$ cat src/rtl/magic_pkg.sv
// -----------------------------------------------------------------------------
// magic_pkg
//   Shared types and constants for the magic backend retirement logic.
//   - ARCH_REG_W     : architectural register address width (32 registers).
//   - commit_entry_t : per-entry bookkeeping of the commit queue.
//   The result data of each entry lives in a parallel array inside the queue.
//   Its width is a module parameter (DATA_W), and a package typedef cannot
//   follow a module parameter.
// -----------------------------------------------------------------------------
package magic_pkg;

  localparam int ARCH_REG_W = 5;

  typedef struct packed {
    logic                  valid;  // slot holds a dispatched instruction
    logic                  done;   // result has been written back
    logic                  we;     // instruction writes a destination register
    logic [ARCH_REG_W-1:0] addr;   // destination architectural register
  } commit_entry_t;

endpackage

$ cat src/rtl/magic_ring_ptr.sv
// -----------------------------------------------------------------------------
// magic_ring_ptr
//   Head/tail pointer pair for a power-of-two ring buffer. Each pointer carries
//   one extra wrap bit above the index, so equal pointers mean empty and equal
//   indices with different wrap bits mean full.
//
// Ports
//   clk, rst   : clock, asynchronous active-high reset
//   flush      : return both pointers to zero (wins over increments)
//   inc_tail   : advance tail (an entry was allocated)
//   inc_head   : advance head (an entry retired)
//   head_idx   : head slot index
//   tail_idx   : tail slot index
//   full       : all DEPTH slots occupied
//   empty      : no slot occupied
//   count      : occupied slots, tail_ptr - head_ptr modulo 2^(IDX_W+1)
// -----------------------------------------------------------------------------
module magic_ring_ptr #(
  parameter int DEPTH = 8,
  parameter int IDX_W = $clog2(DEPTH)
) (
  input  logic             clk,
  input  logic             rst,
  input  logic             flush,
  input  logic             inc_tail,
  input  logic             inc_head,
  output logic [IDX_W-1:0] head_idx,
  output logic [IDX_W-1:0] tail_idx,
  output logic             full,
  output logic             empty,
  output logic [IDX_W:0]   count
);

  logic [IDX_W:0] head_ptr;
  logic [IDX_W:0] tail_ptr;

  // NOTE: state registers use non-blocking assignments so every flop samples
  // the pre-edge values; blocking here would create order-dependent races.
  always_ff @(posedge clk or posedge rst) begin
    if (rst) begin
      head_ptr <= '0;
      tail_ptr <= '0;
    end else if (flush) begin
      head_ptr <= '0;
      tail_ptr <= '0;
    end else begin
      if (inc_tail) tail_ptr <= tail_ptr + (IDX_W+1)'(1);
      if (inc_head) head_ptr <= head_ptr + (IDX_W+1)'(1);
    end
  end

  assign head_idx = head_ptr[IDX_W-1:0];
  assign tail_idx = tail_ptr[IDX_W-1:0];
  assign empty    = (head_ptr == tail_ptr);
  assign full     = (head_ptr[IDX_W-1:0] == tail_ptr[IDX_W-1:0]) &&
                    (head_ptr[IDX_W]     != tail_ptr[IDX_W]);
  // Wrap-bit arithmetic makes the plain difference the occupancy.
  assign count    = tail_ptr - head_ptr;

endmodule

$ cat src/rtl/magic_commit_queue.sv
// -----------------------------------------------------------------------------
// magic_commit_queue
//   In-order retirement queue. Dispatch allocates a tag at the tail, functional
//   units complete tags out of order, and the head retires in program order by
//   driving the architectural register file write port.
//
// Ports
//   clk, rst        : clock, asynchronous active-high reset
//   flush           : discard every entry (redirect / mispredict recovery)
//   alloc_valid     : dispatch requests an entry
//   alloc_ready     : an entry is available (!full)
//   alloc_rd_we     : instruction writes a destination register
//   alloc_rd_addr   : destination architectural register
//   alloc_id        : tag handed out this cycle (tail index)
//   cmpl_valid      : completion strobe
//   cmpl_id         : tag being completed
//   cmpl_data       : result value
//   rd_we           : register file write enable
//   rd_addr         : register file write address
//   rd_wdata        : register file write data
//   commit_valid    : head entry retires this cycle
//   commit_id       : tag retiring (head index)
//   count           : occupied entries
//   empty           : count == 0
// -----------------------------------------------------------------------------
module magic_commit_queue
  import magic_pkg::*;
#(
  parameter int DEPTH  = 8,
  parameter int DATA_W = 32,
  parameter int IDX_W  = $clog2(DEPTH)
) (
  input  logic                  clk,
  input  logic                  rst,
  input  logic                  flush,
  input  logic                  alloc_valid,
  output logic                  alloc_ready,
  input  logic                  alloc_rd_we,
  input  logic [ARCH_REG_W-1:0] alloc_rd_addr,
  output logic [IDX_W-1:0]      alloc_id,
  input  logic                  cmpl_valid,
  input  logic [IDX_W-1:0]      cmpl_id,
  input  logic [DATA_W-1:0]     cmpl_data,
  output logic                  rd_we,
  output logic [ARCH_REG_W-1:0] rd_addr,
  output logic [DATA_W-1:0]     rd_wdata,
  output logic                  commit_valid,
  output logic [IDX_W-1:0]      commit_id,
  output logic [IDX_W:0]        count,
  output logic                  empty
);

  commit_entry_t       entries [DEPTH];
  logic [DATA_W-1:0]   data_q  [DEPTH];

  logic [IDX_W-1:0]    head_idx;
  logic [IDX_W-1:0]    tail_idx;
  logic                full;
  logic                alloc_fire;
  logic                cmpl_hit;
  commit_entry_t       head_ent;

  // Flush discards a same-cycle allocation; the pointer block also resets on
  // flush, but gating here keeps the entry array from being touched.
  assign alloc_ready = !full;
  assign alloc_fire  = alloc_valid && alloc_ready && !flush;
  assign alloc_id    = tail_idx;

  // The entry's valid bit is sampled before the edge, so a completion aimed
  // at the tag being allocated in the same cycle is dropped.
  assign cmpl_hit    = cmpl_valid && entries[cmpl_id].valid;

  magic_ring_ptr #(
    .DEPTH (DEPTH),
    .IDX_W (IDX_W)
  ) u_ring_ptr (
    .clk      (clk),
    .rst      (rst),
    .flush    (flush),
    .inc_tail (alloc_fire),
    .inc_head (commit_valid),
    .head_idx (head_idx),
    .tail_idx (tail_idx),
    .full     (full),
    .empty    (empty),
    .count    (count)
  );

  // NOTE: the whole entry array is reset, data included. The queue is small,
  // and a fully defined state after reset keeps stale results from ever
  // reaching the register file port in X-propagating simulation.
  always_ff @(posedge clk or posedge rst) begin
    if (rst) begin
      for (int i = 0; i < DEPTH; i++) begin
        entries[i] <= '0;
        data_q[i]  <= '0;
      end
    end else if (flush) begin
      for (int i = 0; i < DEPTH; i++) begin
        entries[i].valid <= 1'b0;
        entries[i].done  <= 1'b0;
      end
    end else begin
      if (alloc_fire) begin
        entries[tail_idx] <= '{valid: 1'b1, done: 1'b0,
                               we: alloc_rd_we, addr: alloc_rd_addr};
      end
      if (cmpl_hit) begin
        entries[cmpl_id].done <= 1'b1;
        data_q[cmpl_id]       <= cmpl_data;
      end
      // Placed last so a late completion to the retiring head cannot
      // resurrect its done bit.
      if (commit_valid) begin
        entries[head_idx].valid <= 1'b0;
        entries[head_idx].done  <= 1'b0;
      end
    end
  end

  // NOTE: every output of this block is given a default first, so no path
  // leaves a signal unassigned and no latch is inferred.
  always_comb begin
    head_ent     = entries[head_idx];
    commit_valid = head_ent.valid && head_ent.done && !flush;
    rd_we        = 1'b0;
    rd_addr      = '0;
    rd_wdata     = '0;
    if (commit_valid) begin
      // Register 0 is hard-wired, so a write to it retires without a write.
      rd_we    = head_ent.we && (head_ent.addr != '0);
      rd_addr  = head_ent.addr;
      rd_wdata = data_q[head_idx];
    end
  end

  assign commit_id = head_idx;

endmodule
$ cat config.mk
export PLATFORM = sky130hd
export DESIGN_NAME = magic_commit_queue
export DESIGN_NICKNAME = d
export VERILOG_FILES = /design/src/rtl/magic_pkg.sv /design/src/rtl/magic_ring_ptr.sv /design/src/rtl/magic_commit_queue.sv
export SDC_FILE = /design/constraint.sdc
export NUM_CORES = 1
export LEC_CHECK = 0
export BUFFER_PORTS_ARGS = -buffer_cell sky130_fd_sc_hd__buf_2
export CORE_MARGIN = 5
export CORE_UTILIZATION = 61
export DETAILED_ROUTE_END_ITERATION = 8
export HOLD_SLACK_MARGIN = 0.02
export PLACE_DENSITY_LB_ADDON = 0.15
export SLEW_MARGIN = 30
export SYNTH_ARGS = -nofsm -noshare
export SYNTH_HDL_FRONTEND = slang
export SYNTH_HIERARCHICAL = 1
export SYNTH_SLANG_ARGS = --single-unit
$ cat constraint.sdc
create_clock -name clk -period 13.2 [get_ports clk]
set_clock_uncertainty 0.1 [all_clocks]
set_input_delay 1.32 -clock clk [delete_from_list [all_inputs] [get_ports clk]]
set_output_delay 1.32 -clock clk [all_outputs]
set_load 0.01 [all_outputs]
# Yosys cells after proc, flatten, opt, wreduce, memory -nomap -nowiden
# Cells that the tools add are included.
totals:
  regBits: 328
  elab_cells: 118
op_classes:
  eq_ne: 3
  order_cmp: 6
  bitwise: 4
  addsub: 3
  n_reduce_logical: 16
  n_mux: 44
ops:
  columns: ["op", "count"]
  rows:
  - ["$mux 64", 5]
  - ["$bwmux 256", 1]
  - ["$bwmux 64", 4]
  - ["$mux 32", 4]
  - ["$bmux 32 s3", 1]
  - ["$demux 32 s3", 1]
  - ["$demux 8 s3", 4]
  - ["$bmux 8 s3", 2]
  - ["$mux 8", 6]
  - ["$mux 2", 8]
  - ["$mux 4", 4]
  - ["$mux 7", 2]
  - ["$ge 4x4->1 const B", 3]
  - ["$lt 4x1->1 const B", 3]
  - ["$not 3->4", 3]
  - ["$logic_and 1x1->1", 10]
  - ["$add 4x1->4 const B", 2]
  - ["$mux 5", 1]
  - ["$reduce_bool 5->1", 1]
  - ["$eq 4x4->1", 1]
  - ["$reduce_bool 2->1", 2]
  - ["$sub 4x4->4", 1]
  - ["$eq 3x3->1", 1]
  - ["$logic_not 1->1", 2]
  - ["other kinds (4)", 4]

# Longest topological paths before layout
# Gate-level depths: netlist of the first run.
logic_depth:
  depth_word: 15
  depth_mapped: 13
  depth_no_buf: 9

# Cells and area by module
# The synthesis of the first run kept the hierarchy.
by_module_without_submodules:
  columns: ["module", "cells_per_inst", "n_inst", "area_per_inst_um2"]
  rows:
  - ["magic_commit_queue", 1051, 1, 14212.4]
  - ["magic_ring_ptr", 57, 1, 538.0]

# Worst setup path after synthesis of the first run
# No wires, ideal clock.
synth_path:
  path_type: "in2out"
  startpoint: "input port flush"
  endpoint: "output port rd_wdata[21]"
  n_path_buf: 2
  arrival_time_ps: 2537
  setup_slack_ps: 9243
  path_stages: 4
  path_cell_list: "clkbuf_1 > a211o_1 > buf_4 > a2111oi_0"
synth_between:
  elab_chain_len: 3
synth_rtl:
  columns: ["element", "line_no", "source"]
  rows:
  - ["start, declared", "magic_commit_queue.sv:35", "input logic flush,"]
  - ["$logic_not 1->1", "magic_commit_queue.sv:125", "commit_valid = head_ent.valid && head_ent.done && !flush;"]
  - ["$logic_and 1x1->1", "magic_commit_queue.sv:125", null]
  - ["$mux 32", "magic_commit_queue.sv:129", "if (commit_valid) begin"]
  - ["end, declared", "magic_commit_queue.sv:46", "output logic [DATA_W-1:0] rd_wdata,"]
# No other way between the ends.

# Worst setup path after layout of the first run
layout_path:
  startpoint: "register u_ring_ptr.head_ptr[2]"
  endpoint: "output port rd_wdata[21]"
layout_between:
  elab_chain_len: 7
  elab_cells_between_ends: 10
  classes_between: "mux: 7; bitwise: 1; reduce/logical: 2"
layout_rtl:
  columns: ["element", "line_no", "source"]
  rows:
  - ["start, declared", "magic_ring_ptr.sv:34", "logic [IDX_W:0] head_ptr;"]
  - ["start signal, assigned", "magic_ring_ptr.sv:48", "if (inc_head) head_ptr <= head_ptr + (IDX_W+1)'(1);"]
  - ["$not 3->4 (implied by the code) *", "magic_commit_queue.sv:124, magic_commit_queue.sv:133", null]
  - ["$bmux 8 s3", "magic_commit_queue.sv:124", "head_ent = entries[head_idx];"]
  - ["$mux 8 (implied by the code) (2 in a row)", "magic_commit_queue.sv:124", null]
  - ["$logic_and 1x1->1 (2 in a row)", "magic_commit_queue.sv:125", null]
  - ["$mux 32 *", "magic_commit_queue.sv:129", null]
# Mark *: on every way between the ends. The rest lies on a longest branch, timed or not. The select of a mux whose other input is x is not followed.

==> metrics.md, run 1 <==
| Metric | Value |
|---|---|
| Status | `finished clean` |
| Final hold violation count | `0` |
| Fin nets | `1232` |
| Routed WL | `35.6 mm` |
| Multi-input logic area | `6130 µm²` |
| Core Area | `24000 µm²` |
| Pleak | `8.29 nW` |
| Antenna violations before repair | `2` |
| TritonCTS clock tree | `done` |
| Critical Path Slowest Stage Cell | `dfrtp_2` |
| Mapped Avg Cell Area | `13.3 µm²` |
| CP startpoint kind | `flop` |
| Final worst path period share | `40.6%` |
| DRC errors left | `0` |
| Aggregate global routing overflow | `0` |
| Slowest Stage Delay on Critical Path | `810 ps` |
| Clock-pin slew on the worst setup and hold paths | `60 ps` |
| Largest family of logic cells by synthesized area | `multiplexers` |
| Root buf cell | `clkbuf_16` |
| Die Span Y | `166 µm` |
| # port buffers | `96` |
| CP required | `11780 ps` |
| WP data arrival | `3940 ps` |
| CTS sink cnt | `328` |
| Synth Register Bits | `328` |
| Tot Pwr | `2.22 mW` |
| Worst-case clock buffer depth | `3` |
| Syn_nets | `1160` |
| Layout filler cell count | `1696` |
| GPL Wtd Cong | `0.828` |
| Max Cap Viol | `0` |
| Minimum clock period | `5360 ps` |
| Warnings, synthesis | `6` |
| Post-synth ARST share | `100%` |
| Endpoints failing setup | `0` |
| Prevailing post-synth register cell | `dfrtp_1` |
| TritonCTS Buffers | `34` |
| Post-synth EDFFs | `0` |
| # rows | `57` |
| CP cell instances | `buf_4 > inv_1 > nor3_1 > a222oi_1 > a211o_2 > a2111oi_0 > buf_2` |
| Slew Limit Fails | `0` |
| Cells after Synth | `1108` |
| Chip width | `166 µm` |
| Power Dens Cells | `133 nW/µm²` |
| Register area | `8210 µm²` |
| Setup tns final | `0 ps` |
| Antenna-violating nets left | `0` |
| VDD IR max | `0.104 mV` |
| Number of hold buffers added after CTS | `0` |
| Initial DRC count | `630` |
| Clock latency on the worst-skew pair | `510 ps` |
| Worst Tran Pin Value | `1000 ps` |
| GR Util All Layers | `26.8%` |
| H-Tree Depth | `2` |
| Ports | `97` |
| Synth Area in Compound Gates | `8.19%` |
| Vias in the first global route | `10033` |
| Synth Area in Simple Gates | `5.32%` |
| Postcts setup bufs | `0` |
| DRT Pass-1 Iters | `6` |
| Global-route wire length before repair | `57.2 mm` |
| Register area share after synthesis | `55.6%` |
| DIE AREA | `27400 µm²` |
| Max transition margin | `33.0%` |
| Vias per inst | `6.33` |
| Post-Synth XOR/XNOR Area | `0.534%` |
| Placed wire-length estimate | `20.3 mm` |
| RSZ-0062 raised after global routing | `false` |
| Vias | `9689` |
| Post-CTS Resized | `0` |
| Setup CP Type | `flop to output port` |
| Initial core utilization | `61.4%` |
| Critical Path Fanout Max | `39` |
| Synth unique cells | `52` |
| Multiplexer share of the synthesized area | `26.7%` |
| Post-synthesis to final-layout area growth | `13.1%` |
| F_max | `187 MHz` |
| Share of post-route cells with drive strength above 1 | `42.5%` |
| Post-synthesis adder-cell area fraction | `0.560%` |
| Average wire per cell in the routed design | `23.2 µm` |
| Largest net degree at the start of global routing | `101` |
| Hold Crit Class | `flop to flop` |
| Mapped Area | `14800 µm²` |
| Worst Setup End Kind | `output port` |
[synth_stat cells, types with 2 or more instances]
library cell / n / share of area (%)
and4_1: 2 / 0.12
inv_1: 20 / 0.51
nand4_1: 6 / 0.25
nand3b_1: 3 / 0.15
mux2i_1: 20 / 1.4
nor2b_1: 11 / 0.47
clkbuf_1: 36 / 0.92
buf_1: 3 / 0.076
a211oi_1: 7 / 0.36
and3_1: 4 / 0.17
buf_4: 9 / 0.46
nor4_1: 9 / 0.38
nand3_1: 8 / 0.27
buf_2: 27 / 0.92
o22ai_1: 90 / 3.8
a31oi_1: 3 / 0.13
a211o_1: 2 / 0.12
buf_6: 3 / 0.23
or2_2: 2 / 0.085
a221oi_2: 4 / 0.41
mux2_2: 312 / 24
a32oi_1: 5 / 0.30
and2_1: 5 / 0.21
a221oi_1: 6 / 0.36
nor2_1: 53 / 1.3
nand2_1: 22 / 0.56
dfrtp_1: 328 / 56
o221ai_1: 10 / 0.59
xnor2_1: 5 / 0.30
ha_1: 5 / 0.42
nand2b_1: 4 / 0.17
xor2_1: 4 / 0.24
nor3_1: 8 / 0.27
a21oi_1: 20 / 0.68
or4_1: 15 / 0.76
o22a_1: 10 / 0.59
a222oi_1: 2 / 0.14
mux4_2: 9 / 1.4
a311oi_1: 3 / 0.18
[layout make-up]
| type | instances | share of cell area [%] |
|---|---|---|
| tap | 324 | 2.43 |
| sequential | 328 | 49.2 |
| timing repair buffer | 114 | 3.74 |
| clock buffer | 53 | 6.69 |
| clock inverter | 8 | 0.690 |
| inverter | 20 | 0.495 |
| antenna | 1 | 0.0150 |
| multi-input combinational | 682 | 36.7 |
[final timing paths]
path	from	to	slack (ps)	cells past startpoint
setup reg to reg	u_ring_ptr/head_ptr[2]	entries[13]	9180	9
max in group asynchronous	rst	data_q[44]	10160	4
hold / removal	data_q[117]	data_q[117]	400	1
min in group asynchronous	rst	u_ring_ptr/tail_ptr[2]	710	2
setup / recovery	u_ring_ptr/head_ptr[2]	rd_wdata[21]	7840	7
hold reg to reg	data_q[117]	data_q[117]	400	1
[flip-flops by register name, indices dropped and copies added (netlist names)]
| name | flops |
|---|---|
| data_q | 256 |
| entries | 64 |
| u_ring_ptr/head_ptr | 4 |
| u_ring_ptr/tail_ptr | 4 |
[per-layer routing]
metal  track usage, %  vias to the layer above  part of all wire [%]
li1                 -                     4312                     -
met1             38.0                     5058                    45
met2             43.1                      253                    48
met3             5.29                       64                   5.2
met4             6.79                        2                   2.1
met5                0                        -                 0.039
[logic make-up after synthesis]
| kind of cell | Yosys count |
|---|---|
| muxes | 342 |
| DFF | 328 |
| AOI/OAI and AO/OA | 171 |
| and+or+nand+nor | 154 |
| buffers and inverters | 98 |
| xor gates and xnor gates | 9 |
| adders and majority gates | 6 |
[metrics by stage]
step	instance area, µm²	setup WS (ps)	utilization [%]	cells	hold WS (ps)
2_1_floorplan	14800	2920	-	1108	370
3_3_place_gp	15400	8430	64.2	1468	379
3_5_place_dp	15400	8350	64.3	1468	387
4_1_cts	16700	7790	69.4	1529	401
5_1_grt	16700	7590	69.4	1530	405
6_report	16700	7840	69.4	1530	399
[worst max-delay path: cells and delay by family (launching register included)]
family,cells,cell delay [ps]
compound gates,3,1380
flops,1,810
simple gates,1,320
buf+inv,3,900
[cells in the final DEF, fill, tap and decap left out, types with 19 or more instances in the layout]
cell / instances
nand2_1: 19
o22ai_1: 90
nor2_1: 52
mux2i_1: 20
a21oi_1: 20
mux2_2: 312
inv_1: 19
clkbuf_16: 37
buf_2: 96
dfrtp_1: 326
[report_power, final]
part,total (mW),switching (mW),internal (mW),leakage [nW]
clock,1.03,0.387,0.640,0.615
combinational,0.127,0.0675,0.0594,3.15
sequential,1.07,0.0219,1.05,4.52
(Power assumes the default switching activity.)
==> run 2: changes to the inputs <==
--- a/config.mk
+++ b/config.mk
@@ -5,6 +5,7 @@
 export SDC_FILE = /design/constraint.sdc
 export NUM_CORES = 1
 export LEC_CHECK = 0
+export ABC_AREA = 1
 export BUFFER_PORTS_ARGS = -buffer_cell sky130_fd_sc_hd__buf_2
 export CORE_MARGIN = 5
 export CORE_UTILIZATION = 61
==> constraint.sdc (replaced) <==
create_clock -name clk -period 5.4 [get_ports clk]
set_clock_uncertainty 0.1 [all_clocks]
set_input_delay 0.54 -clock clk [delete_from_list [all_inputs] [get_ports clk]]
set_output_delay 0.54 -clock clk [all_outputs]
set_load 0.01 [all_outputs]
==> run 2 against run 1 <==
Compared with the run above: critical path depth grew 4; utilization grew 0.25 points; largest cell class unchanged; cell area grew 4.2%; cell count grew 57%; power grew to 2.6 times the previous value; die area grew 4.0%; largest power group unchanged; count of clock-buffer cells in the layout decreased by 1; sequential share of layout area down 2.0 points; critical endpoint is now rd_wdata[19]; worst hold slack lost 220 ps; non-clock buffer count up 13; global-route usage rose by 5.0 points.
==> metrics.md, run 2 <==
| Metric | Value |
|---|---|
| Synth unique cells | `31 (was 52)` |
| TritonCTS clock tree | `done (unchanged)` |
| CP cell instances | `inv_2 > nand2_1 > nand2_1 > nand2_1 > nand2_1 > nand2_1 > nand2_1 > nand3_2 > buf_4 > nor3_1 > buf_2 (was buf_4 > inv_1 > nor3_1 > a222oi_1 > a211o_2 > a2111oi_0 > buf_2)` |
| Power Dens Cells | `328 nW/µm² (was 133 nW/µm²)` |
| VDD IR max | `0.275 mV (was 0.104 mV)` |
| Post-synth top cells | `1004 x nand2_1, 328 x dfrtp_1, 219 x nor2_1 (was 328 x dfrtp_1, 312 x mux2_2, 90 x o22ai_1)` |
| DIE AREA | `28500 µm² (was 27400 µm²)` |
| Mapped Area | `15400 µm² (was 14800 µm²)` |
| Layout filler cell count | `2079 (was 1696)` |
| Routed WL | `45.3 mm (was 35.6 mm)` |
| Mapped Avg Cell Area | `7.57 µm² (was 13.3 µm²)` |
| Post-synth ARST share | `100% (unchanged)` |
| Post-synth EDFFs | `0 (unchanged)` |
| Placed wire-length estimate | `25.8 mm (was 20.3 mm)` |
| RSZ-0062 raised after global routing | `false (unchanged)` |
| Max Cap Viol | `0 (unchanged)` |
| FF-to-FF setup slack | `2380 ps (was 9180 ps)` |
| GPL Wtd Cong | `0.870 (was 0.828)` |
| Count leader, synth | `nand2_1 (was dfrtp_1)` |
| Clock-pin slew on the worst setup and hold paths | `60 ps (about the same)` |
| Prevailing post-synth register cell | `dfrtp_1 (unchanged)` |
| DRT Pass-1 Iters | `6 (unchanged)` |
| Endpoints failing setup | `0 (unchanged)` |
| Worst Setup End Kind | `output port (unchanged)` |
| Register area share after synthesis | `53.4% (was 55.6%)` |
| Top cell by count, worst path | `nand2_1` |
| Slowest Stage Delay on Critical Path | `610 ps (was 810 ps)` |
| Vias in the first global route | `13357 (was 10033)` |
| Hold Crit Start | `alloc_rd_addr[4] (was data_q[117])` |
| R2R depth | `14 (was 9)` |
| CP required | `4760 ps (was 11780 ps)` |
| Synth Register Bits | `328 (unchanged)` |
| Final core utilization | `69.7% (was 69.4%)` |
| Pleak | `9.62 nW (was 8.29 nW)` |
| Cells after Synth | `2031 (was 1108)` |
| Largest regs | `data_q x256, entries x64 (unchanged)` |
| Tot Pwr | `5.71 mW (was 2.22 mW)` |
| Critical Path Slowest Stage Cell | `inv_2 (was dfrtp_2)` |
| Clock latency on the worst-skew pair | `520 ps (was 510 ps)` |
| # rows | `58 (was 57)` |
| CP startpoint kind | `flop (unchanged)` |
| Post-CTS Resized | `0 (unchanged)` |
| Antenna violations before repair | `3 (was 2)` |
| Core Area | `25000 µm² (was 24000 µm²)` |
| Cell taking the most area after synthesis | `dfrtp_1 (unchanged)` |
| Setup WS pre-CTS | `1760 ps (was 8350 ps)` |
| Antenna-violating nets left | `0 (unchanged)` |
| Post-synthesis to final-layout area growth | `13.1% (about the same)` |
| Syn_nets | `2083 (was 1160)` |
| Worst-case clock buffer depth | `3 (unchanged)` |
| H-Tree Depth | `2 (unchanged)` |
| Hold worst-path end | `entries[4] (was data_q[117])` |
| Setup tns final | `0 ps (unchanged)` |
| Hold Crit Class | `input port to flop (was flop to flop)` |
| Fin nets | `2105 (was 1232)` |
| Chip width | `169 µm (was 166 µm)` |
| CTS sink cnt | `328 (unchanged)` |
| Max FFs per register | `256 (unchanged)` |
| Ports | `97 (unchanged)` |
| F_max | `234 MHz` |
| GR Util All Layers | `31.8% (was 26.8%)` |
| # port buffers | `96 (unchanged)` |
| Status | `finished clean (unchanged)` |
| Critical Path Fanout Max | `43 (was 39)` |
| Setup CP Type | `flop to output port (unchanged)` |
| Worst Tran Pin Value | `1000 ps (about the same)` |
| WP data arrival | `3640 ps (was 3940 ps)` |
| TritonCTS Buffers | `36 (was 34)` |
| Initial core utilization | `61.6% (was 61.4%)` |
| R2R Path End | `u_ring_ptr/head_ptr[3] (was entries[13])` |
| Most frequent cells in the layout | `1004 x nand2_1, 327 x dfrtp_1, 213 x nor2_1, 96 x buf_2, 74 x o22ai_1 (was 326 x dfrtp_1, 312 x mux2_2, 96 x buf_2, 90 x o22ai_1, 52 x nor2_1)` |
| Aggregate global routing overflow | `0 (unchanged)` |
| Slew Limit Fails | `0 (unchanged)` |
| Average wire per cell in the routed design | `18.8 µm (was 23.2 µm)` |
| Max transition margin | `32.9% (was 33.0%)` |
| Reg-to-reg startpoint | `u_ring_ptr/head_ptr[0] (was u_ring_ptr/head_ptr[2])` |
| Initial DRC count | `1476 (was 630)` |
| Die Span Y | `169 µm (was 166 µm)` |
| Share of post-route cells with drive strength above 1 | `10.2% (was 42.5%)` |
| Global-route wire length before repair | `72.2 mm (was 57.2 mm)` |
| Warnings, synthesis | `6 (unchanged)` |
| Final hold violation count | `0 (unchanged)` |
| Commonest non-fill, non-tap cell in the layout | `nand2_1 (was dfrtp_1)` |
| Vias | `13875 (was 9689)` |
| Final worst setup slack | `1120 ps (was 7840 ps)` |
| Final worst path period share | `79.2%` |
| Top-area cell type share of the netlist area | `53.4% (was 55.6%)` |
| Vias per inst | `5.76 (was 6.33)` |
| Root buf cell | `clkbuf_16 (unchanged)` |
| Biggest register | `data_q (unchanged)` |
| Hold path cells | `3 (was 1)` |
| Minimum clock period | `4280 ps` |
| DRC errors left | `0 (unchanged)` |
| Largest net degree at the start of global routing | `186 (was 101)` |
| Ranking of synthesized cells by area | `dfrtp_1 53%, nand2_1 25%, nor2_1 5.3% (was dfrtp_1 56%, mux2_2 24%, o22ai_1 3.8%)` |
[run 2: cell count changes in the layout (fill, tap and decap cells not counted), sizes merged, moves of 20 or more]
cell / delta
mux2: -313
nor3: +34
inv: +30
nand2: +984
mux2i: -20
nand3: +22
nor2: +169
o21ai: +68
[run 2: worst max-delay path by stage]
stage                           start           end  slack [ps]
6_report       u_ring_ptr/head_ptr[0]  rd_wdata[19]        1120
5_1_grt        u_ring_ptr/head_ptr[0]  rd_wdata[19]        1000
4_1_cts        u_ring_ptr/head_ptr[0]  rd_wdata[19]        1160
3_5_place_dp   u_ring_ptr/head_ptr[0]  rd_wdata[19]        1760
3_3_place_gp   u_ring_ptr/head_ptr[0]  rd_wdata[19]        1820
2_1_floorplan                     rst     data_q[0]         490
[run 2: final cells by class]
| cell class | count | area (µm²) | area share [%] |
|---|---|---|---|
| flip-flops and latches | 328 | 8210 | 47.2 |
| multi-input cells | 1509 | 6400 | 36.8 |
| clock buffers | 52 | 1050 | 6.05 |
| repair buffers | 127 | 936 | 5.38 |
| well taps | 330 | 413 | 2.37 |
| inverters | 51 | 195 | 1.12 |
| clock inverters | 11 | 180 | 1.04 |
| diodes | 1 | 2.50 | 0.0144 |
[run 2: cells by family (layout without fill, tap and decap cells)]
group | Yosys count | in the layout | synth area share [%]
fa+ha+maj | 6 | 6 | 0.537
simple gates | 1326 | 1326 | 33.7
flops | 328 | 328 | 53.4
xor+xnor | 1 | 1 | 0.0570
compound gates | 176 | 176 | 6.55
other cells | 0 | 1 | 0
buf+inv | 194 | 241 | 5.77
[run 2: metrics by stage]
step / area (µm²) / std cells / hold WS [ps]
3_3_place_gp: 15800 / 2333 / 362
6_report: 17400 / 2409 / 179
4_1_cts: 17400 / 2407 / 169
2_1_floorplan: 15400 / 2031 / 256
5_1_grt: 17400 / 2409 / 192
3_5_place_dp: 16100 / 2343 / 365
[run 2: timing repair]
item                       in CTS  in global routing
hold buffers                    1                  0
buffers inserted                0                  0
hold endpoints to repair        8                  0
setup endpoints to repair       0                  0
[run 2: routing by layer]
layer / vias up / GRT usage [%] / part of all wire (%)
li1: 6404 / - / -
met2: 712 / 50.3 / 46
met3: 149 / 6.21 / 9.6
met5: - / 0 / 0.031
met4: 4 / 13.0 / 4.1
met1: 6606 / 43.6 / 40
[run 2: power breakdown]
group          total, mW  internal (mW)  switching (mW)  leakage (nW)
combinational      0.383          0.137           0.246          4.52
sequential          2.74           2.64           0.102          4.49
clock               2.58           1.59           0.993         0.610
[run 2: worst max-delay path: cells and delay by family (launching register included)]
family        cells  cell delay (ps)
flops             1              400
buf+inv           3             1270
simple gates      8             1410
